### config.mk
export PLATFORM = sky130hd
export DESIGN_NAME = core_intc
export DESIGN_NICKNAME = d
export VERILOG_FILES = /design/src/rtl/core_intc.sv
export SDC_FILE = /design/constraint.sdc
export NUM_CORES = 1
export LEC_CHECK = 0
export ABC_CLOCK_PERIOD_IN_PS = 1300
export BUFFER_PORTS_ARGS = -buffer_cell sky130_fd_sc_hd__clkbuf_2
export CORE_MARGIN = 5
export CORE_UTILIZATION = 40
export CTS_CLUSTER_SIZE = 20
export DETAILED_ROUTE_END_ITERATION = 6
export HOLD_SLACK_MARGIN = 0.06
export PLACE_DENSITY = 0.76
export SYNTH_ARGS = -nofsm -noshare
export SYNTH_HDL_FRONTEND = slang
export SYNTH_SLANG_ARGS = --single-unit
### constraint.sdc
create_clock -name clk -period 1.3 [get_ports clk]
set_input_delay 0.065 -clock clk [delete_from_list [all_inputs] [get_ports clk]]
set_output_delay 0.065 -clock clk [all_outputs]
set_load 0.01 [all_outputs]
### src/rtl/core_intc.sv
// core_intc: NSRC-line interrupt controller with lowest-index priority, a
// claim/EOI handshake and a 4-word register file.
// Ports:
//   clk, rst             - clock and synchronous active-high reset
//   src                  - interrupt source lines, synchronous to clk
//   reg_we               - register write strobe
//   reg_addr, reg_wdata  - register select and write data
//   reg_rdata            - register read data, combinational from reg_addr
//   irq                  - interrupt request to core control
//   irq_ack              - one-cycle acknowledge from core control
//   irq_id               - id of the claimed source
// Register map:
//   0 PEND  (read; write-1-to-clear edge bits)
//   1 MASK  (read/write)
//   2 EDGE  (read/write)
//   3 CLAIM (read {valid, id}; any write is EOI)
// Build option: define INTC_EDGE_EN to add edge-mode sources, the EDGE
// register and PEND write-1-to-clear.  Without it every source is level mode.
module core_intc #(
  parameter int NSRC = 8,
  parameter int IDW  = 3
) (
  input  logic            clk,
  input  logic            rst,
  input  logic [NSRC-1:0] src,
  input  logic            reg_we,
  input  logic [1:0]      reg_addr,
  input  logic [31:0]     reg_wdata,
  output logic [31:0]     reg_rdata,
  output logic            irq,
  input  logic            irq_ack,
  output logic [IDW-1:0]  irq_id
);

  typedef enum logic [1:0] {
    IDLE,
    REQ,
    SERVICE
  } state_t;

  state_t state;
  state_t state_n;

  logic [NSRC-1:0] pend;
  logic [NSRC-1:0] pend_n;
  logic [NSRC-1:0] mask;
  logic [NSRC-1:0] edg;
  logic [NSRC-1:0] act;
  logic [IDW-1:0]  win;
  logic            any;
  logic            valid;

  logic wr_mask;
  logic wr_eoi;
  logic claim;
  logic abort;
  logic eoi;

  // Upper write-data bits beyond NSRC are don't-care.
  logic unused_wdata;
  assign unused_wdata = ^reg_wdata;

  assign wr_mask = reg_we && (reg_addr == 2'd1);
  assign wr_eoi  = reg_we && (reg_addr == 2'd3);

  assign act = pend & mask;
  assign any = |act;

  // Scan downwards so the lowest active index is the last assignment.
  always_comb begin
    win = '0;
    for (int i = NSRC - 1; i >= 0; i--) begin
      if (act[i]) win = IDW'(i);
    end
  end

  always_ff @(posedge clk) begin
    if (rst) state <= IDLE;
    else     state <= state_n;
  end

  always_comb begin
    state_n = state;
    unique case (state)
      IDLE:    if (any) state_n = REQ;
      REQ: begin
        if (irq_ack)  state_n = any ? SERVICE : IDLE;
        else if (!any) state_n = IDLE;
      end
      SERVICE: if (wr_eoi) state_n = IDLE;
      default: state_n = IDLE;
    endcase
  end

  always_comb begin
    irq   = (state == REQ);
    claim = (state == REQ) && irq_ack && any;
    abort = (state == REQ) && irq_ack && !any;
    eoi   = (state == SERVICE) && wr_eoi;
  end

  always_ff @(posedge clk) begin
    if (rst) begin
      valid  <= 1'b0;
      irq_id <= '0;
    end else if (claim) begin
      valid  <= 1'b1;
      irq_id <= win;
    end else if (abort || eoi) begin
      valid  <= 1'b0;
    end
  end

  always_ff @(posedge clk) begin
    if (rst)          mask <= '0;
    else if (wr_mask) mask <= reg_wdata[NSRC-1:0];
  end

`ifdef INTC_EDGE_EN
  logic            wr_pend;
  logic            wr_edge;
  logic [NSRC-1:0] prev;
  logic [NSRC-1:0] rise;
  logic [NSRC-1:0] clr;
  logic [NSRC-1:0] claim_bit;

  assign wr_pend = reg_we && (reg_addr == 2'd0);
  assign wr_edge = reg_we && (reg_addr == 2'd2);

  always_ff @(posedge clk) begin
    if (rst) prev <= '0;
    else     prev <= src;
  end

  always_ff @(posedge clk) begin
    if (rst)          edg <= '0;
    else if (wr_edge) edg <= reg_wdata[NSRC-1:0];
  end

  always_comb begin
    claim_bit = '0;
    if (claim) claim_bit[win] = 1'b1;
  end

  assign rise = src & ~prev;
  assign clr  = (wr_pend ? reg_wdata[NSRC-1:0] : '0) | claim_bit;

  // A rising edge outranks a same-cycle clear; level bits track src.
  assign pend_n = (edg & (rise | (pend & ~clr))) | (~edg & src);
`else
  assign edg    = '0;
  assign pend_n = src;
`endif

  always_ff @(posedge clk) begin
    if (rst) pend <= '0;
    else     pend <= pend_n;
  end

  always_comb begin
    reg_rdata = '0;
    unique case (reg_addr)
      2'd0: reg_rdata[NSRC-1:0] = pend;
      2'd1: reg_rdata[NSRC-1:0] = mask;
      2'd2: reg_rdata[NSRC-1:0] = edg;
      2'd3: begin
        reg_rdata[31]      = valid;
        reg_rdata[IDW-1:0] = irq_id;
      end
      default: reg_rdata = '0;
    endcase
  end

endmodule

# Yosys cells after proc, flatten, opt, wreduce, memory -nomap -nowiden
# Index checks and enable logic that the tools add are counted.
word_totals:
  ff_bits: 22
  latch_bits: 0
  ramBits: 0
  rom_bits: 0
  in_bits: 46
  word_cells: 46
  mem_count: 0
classes:
  addsub: 0
  multipliers: 0
  n_div: 0
  order_cmp: 0
  n_eq_ne: 8
  n_shift: 0
  mux: 19
  bitwise_logic: 1
  n_reduce_logical: 13
ops:
  columns: ["cell", "count"]
  rows:
  - ["$mux 3", 8]
  - ["$pmux 3 s4", 1]
  - ["$mux 2", 5]
  - ["$pmux 5 s2", 1]
  - ["$and 8x8->8", 1]
  - ["$reduce_or 8->1", 1]
  - ["$eq 2x2->1 const B", 3]
  - ["$logic_and 1x1->1", 6]
  - ["$pmux 2 s3", 1]
  - ["$eq 2x1->1 const B", 2]
  - ["$logic_not 2->1", 2]
  - ["$ne 2x2->1 const B", 2]
  - ["$mux 1", 3]
  - ["$ne 3x3->1 const B", 1]
  - ["$reduce_and 3->1", 1]
  - ["$reduce_bool 2->1", 1]
  - ["$logic_not 1->1", 1]
  - ["$logic_or 1x1->1", 1]

# Depth between registers and ports, before layout
depth:
  depth_word: 9
  depth_mapped: 5
  ltp_nobuf: 4

# Worst setup path before layout
# OpenSTA, ideal clock, no wires.
synth_timing:
  kind: "register to register"
  startpoint: "register pend[1]"
  endpoint: "register irq_id[1]"
  arrival_time_ns: 0.890
  setup_slack_ns: 0.276
  path_stages_with_launch: 5
  n_path_buf: 0
  period_less_slack_ns: 1.024
  cell_sequence: "dfxtp_1 -> a22oi_2 -> nand4_2 -> a21oi_1 -> a211oi_1"
synth_between:
  elab_chain_len: 3
synth_rtl:
  columns: ["item", "line_no", "rtl"]
  rows:
  - ["from (decl)", "44", "logic [NSRC-1:0] pend;"]
  - ["from (signal assigned)", "157", "else pend <= pend_n;"]
  - ["$and 8x8->8 (*)", "66", "assign act = pend & mask;"]
  - ["$reduce_or 8->1 or $mux 3 (tied branches)", "67, 73", null]
  - ["$logic_and 1x1->1 or $mux 3 (tied branches)", "97, 73", null]
  - ["to (signal assigned)", "108", "irq_id <= win;"]
  - ["to (decl)", "32", "output logic [IDW-1:0] irq_id"]
# Every way passes the cells marked *; elsewhere a longest branch is shown, timed or not.
# A chain may end at the register's enable or synchronous reset.

# Worst setup path in the final report
layout_timing:
  startpoint: "register pend[2]"
  endpoint: "output reg_rdata[2]"
layout_between:
  elab_chain_len: 1
layout_rtl:
  columns: ["item", "line_no", "rtl"]
  rows:
  - ["$pmux 3 s4", "162", "unique case (reg_addr)"]
  - ["to (decl)", "29", "output logic [31:0] reg_rdata,"]
# No other way between the ends.

==> results.ini <==
[critical_path]
timing.setup.critical_path_class = flop to output pin
worstPathRequired_ns = 1.24
critical_path.endpoint_type = output pin
worstPathMaxFanout = 3
cp-start-kind = flop
worst-endpoint-arrival_ns = 1.13

[clocking]
clock_tree.htree_level_count = 1
path_clk_slew_ns = 0.13
clock_insertion_delay_worst_skew_ns = 0.30
cts_buffer_depth = 2
cts-root-buf = sky130_fd_sc_hd__clkbuf_4
cts_sinks = 22
post_cts.repair.setup_buffers = 0
clock_buffers_created_by_tritoncts = 3
clock_tree_from_tritoncts = done

[floorplanning]
fp.dieArea_sq_um = 4206
die_height_um = 64.86
rows = 20
initial_core_util_pct = 40.42
fp.coreArea_sq_um = 2978
floorplan.io_pins = 82
die_width_um = 64.86

[finish]
layout_nets = 231
final_cells = 217
n_antenna_cell = 0
final_layout_size_suffix_gt1_share_pct = 28.26
area.growth.synth_to_final_pct = 27.86

[sta]
skew_ns = 0.01071
fin_tns_setup_ns = 0
timing.final.crit_period_ns = 1.191
final-max-slew-violation-count = 0
grt_setup_unrepaired = no
setup_viol = 0
crit_share_post_route_pct = 91.59
timing.fmax_ghz = 0.8399
timing.final.hold_violations = 0

[detailed_routing]
ant_nets = 0
average_wire_per_standard_cell_um = 11.84
wl_mm = 2.570
drt_iter0_markers = 7
via_count = 1021
routed_via_density = 4.705
drtPass1Iterations = 4
drc_markers = 0

[global_routing]
grt_start_max_net_pins = 16
first_pass_grt_wire_length_mm = 4.347
grt_util_overall_pct = 13.11
grt_pass1_vias = 1030
antenna_found_initial = 0
grt_overflow_total = 0

[power]
p_sw_w = 0.0003449
comb_power_share_pct = 15.1
seq_power_share_pct = 49.5
power_switching_share_pct = 23.58
p_leak_nw = 0.7975
power_per_cell_area_nw_per_um2 = 950.3
p_int_w = 0.001118
worst_ir_drop_vdd_v = 0.0007464
totalPowerFinal_w = 0.001462
clock_power_share_pct = 35.4

[outcome]
status = complete, no violations

[placed_design]
place_inst = 197
portBuffers = 34
gpl.final_weighted_congestion = 0.7803
hpwl_mm = 1.943

[hold_path]
worstHoldPathType = input pin to flop

[synthesis]
syn-instance-count = 133
post-synth-top-area-fraction_pct = 36.59
synth_cell_type_count = 27
syn-mean-instance-area_sq_um = 9.050
yosysWarningCount = 0
synth.cell_area_sq_um = 1204
yosys_register_bits = 22
synth_area_leaders = sky130_fd_sc_hd__dfxtp_1, sky130_fd_sc_hd__buf_4, sky130_fd_sc_hd__mux2i_1
synth_top_area_cell = sky130_fd_sc_hd__dfxtp_1
seq_area_frac_synth_pct = 36.59

[job]
maxCapViolCount = 0

==> placed cells by master (no fill, tap or decap) <==
cell type / Yosys / layout
sky130_fd_sc_hd__nand4_2: 1 / 1
sky130_fd_sc_hd__buf_4: 25 / 4
sky130_fd_sc_hd__a22oi_4: 1 / 1
sky130_fd_sc_hd__nand3b_1: 1 / 1
sky130_fd_sc_hd__and3_1: 1 / 1
sky130_fd_sc_hd__a21oi_2: 1 / 1
sky130_fd_sc_hd__inv_1: 1 / 1
sky130_fd_sc_hd__dfxtp_2: 0 / 2
sky130_fd_sc_hd__o21ai_1: 2 / 3
sky130_fd_sc_hd__mux2i_1: 16 / 16
sky130_fd_sc_hd__a211oi_1: 2 / 2
sky130_fd_sc_hd__and3_2: 1 / 1
sky130_fd_sc_hd__clkbuf_4: 0 / 3
sky130_fd_sc_hd__conb_1: 1 / 23
sky130_fd_sc_hd__nand2b_1: 3 / 3
sky130_fd_sc_hd__nor2b_1: 9 / 9
sky130_fd_sc_hd__nor2_4: 1 / 1
sky130_fd_sc_hd__nand3_1: 4 / 4
sky130_fd_sc_hd__a21oi_1: 5 / 5
sky130_fd_sc_hd__nand2_1: 8 / 8
sky130_fd_sc_hd__o21ai_0: 3 / 2
sky130_fd_sc_hd__a32oi_1: 2 / 2
sky130_fd_sc_hd__o221ai_1: 1 / 1
sky130_fd_sc_hd__nor2_1: 14 / 14
sky130_fd_sc_hd__a22oi_2: 3 / 3
sky130_fd_sc_hd__clkbuf_2: 0 / 34
sky130_fd_sc_hd__a41o_1: 1 / 1
sky130_fd_sc_hd__dlygate4sd3_1: 0 / 16
sky130_fd_sc_hd__dfxtp_1: 22 / 20
sky130_fd_sc_hd__bufinv_16: 0 / 1
==> kinds of logic after synthesis <==
logic type	synth area share, %
AOI/OAI and AO/OA	14.03
other	0.3116
buffers and inverters	17.25
and+or+nand+nor	18.50
muxes	13.31
DFF	36.59
==> worst paths after layout <==
check                                   startpoint                     end  depth (start not counted)  slack, ns
worst max register to register  pend[1]$_SDFF_PP0_  irq_id[1]$_SDFFE_PP0P_                          4       0.17
worst max-delay path            pend[2]$_SDFF_PP0_            reg_rdata[2]                          3       0.11
worst min register to register  valid$_SDFFE_PP0P_      valid$_SDFFE_PP0P_                          2       0.49
worst min-delay path                           rst      pend[4]$_SDFF_PP0_                          2       0.12
==> power by group through the flow <==
stage / Clock (W) / Combinational (W) / Sequential (W)
after floorplan: 0 / 0.000173 / 0.000733
final: 0.000518 / 0.000221 / 0.000723
after CTS: 0.000530 / 0.000218 / 0.000723
after global placement: 0 / 0.000178 / 0.000737
after global routing: 0.000575 / 0.000244 / 0.000729
after detailed placement: 0 / 0.000181 / 0.000739
==> sequential cells by signal, indices dropped and copies added, names as in the netlist <==
register and flops:
mask 8, state 2, pend 8, valid 1, irq_id 3
==> layer usage <==
metal	up-vias	track usage, %	part of all wire (%)
li1	509	-	-
met1	464	13.48	37
met2	42	25.29	53
met3	6	2.773	8.7
met4	0	5.277	1.8
met5	-	0	0
==> cell type report <==
cell class	count	area, sq um
Tap cell	33	41.29
Fill cell	283	1439
Clock buffer	3	22.52
Inverter	1	3.754
Multi-Input combinational cell	103	638.1
Timing Repair Buffer	54	360.3
Sequential cell	22	442.9
Clock inverter	1	30.03
==> Yosys cell counts, drive strengths merged <==
master	instances
a32oi	2
nand2	8
o21ai	5
buf	26
nor2	15
inv	1
mux2i	16
nand3	4
dfxtp	22
o221ai	1
and3	2
a41o	1
a22oi	4
nand3b	1
conb	1
nand4	1
nor2b	9
nand2b	3
a21oi	6
a211oi	2
clkbuf	3
==> stage by stage <==
stage	setup slack (ns)	area (sq um)	utilization, %	hold slack [ns]
floorplan	0.2762	1286	-	0.1932
global placement	0.1965	1324	44.45	0.2786
detailed placement	0.1642	1324	44.45	0.2820
CTS	0.04146	1536	51.60	0.1229
global route	0.003829	1539	51.68	0.1222
finish	0.1094	1539	51.68	0.1228
==> repair_timing <==
item,in CTS,in global routing
hold buffers,16,0
hold endpoints to repair,16,0
gates resized for setup,0,3
setup endpoints to repair,0,2
==> critical path, cell delays in order (launching register included) <==
cell	delay [ns]
sky130_fd_sc_hd__dfxtp_1	0.39
sky130_fd_sc_hd__mux2i_1	0.09
sky130_fd_sc_hd__o21ai_1	0.18
sky130_fd_sc_hd__clkbuf_2	0.16
Note: power is estimated with default switching activity, not from simulation.
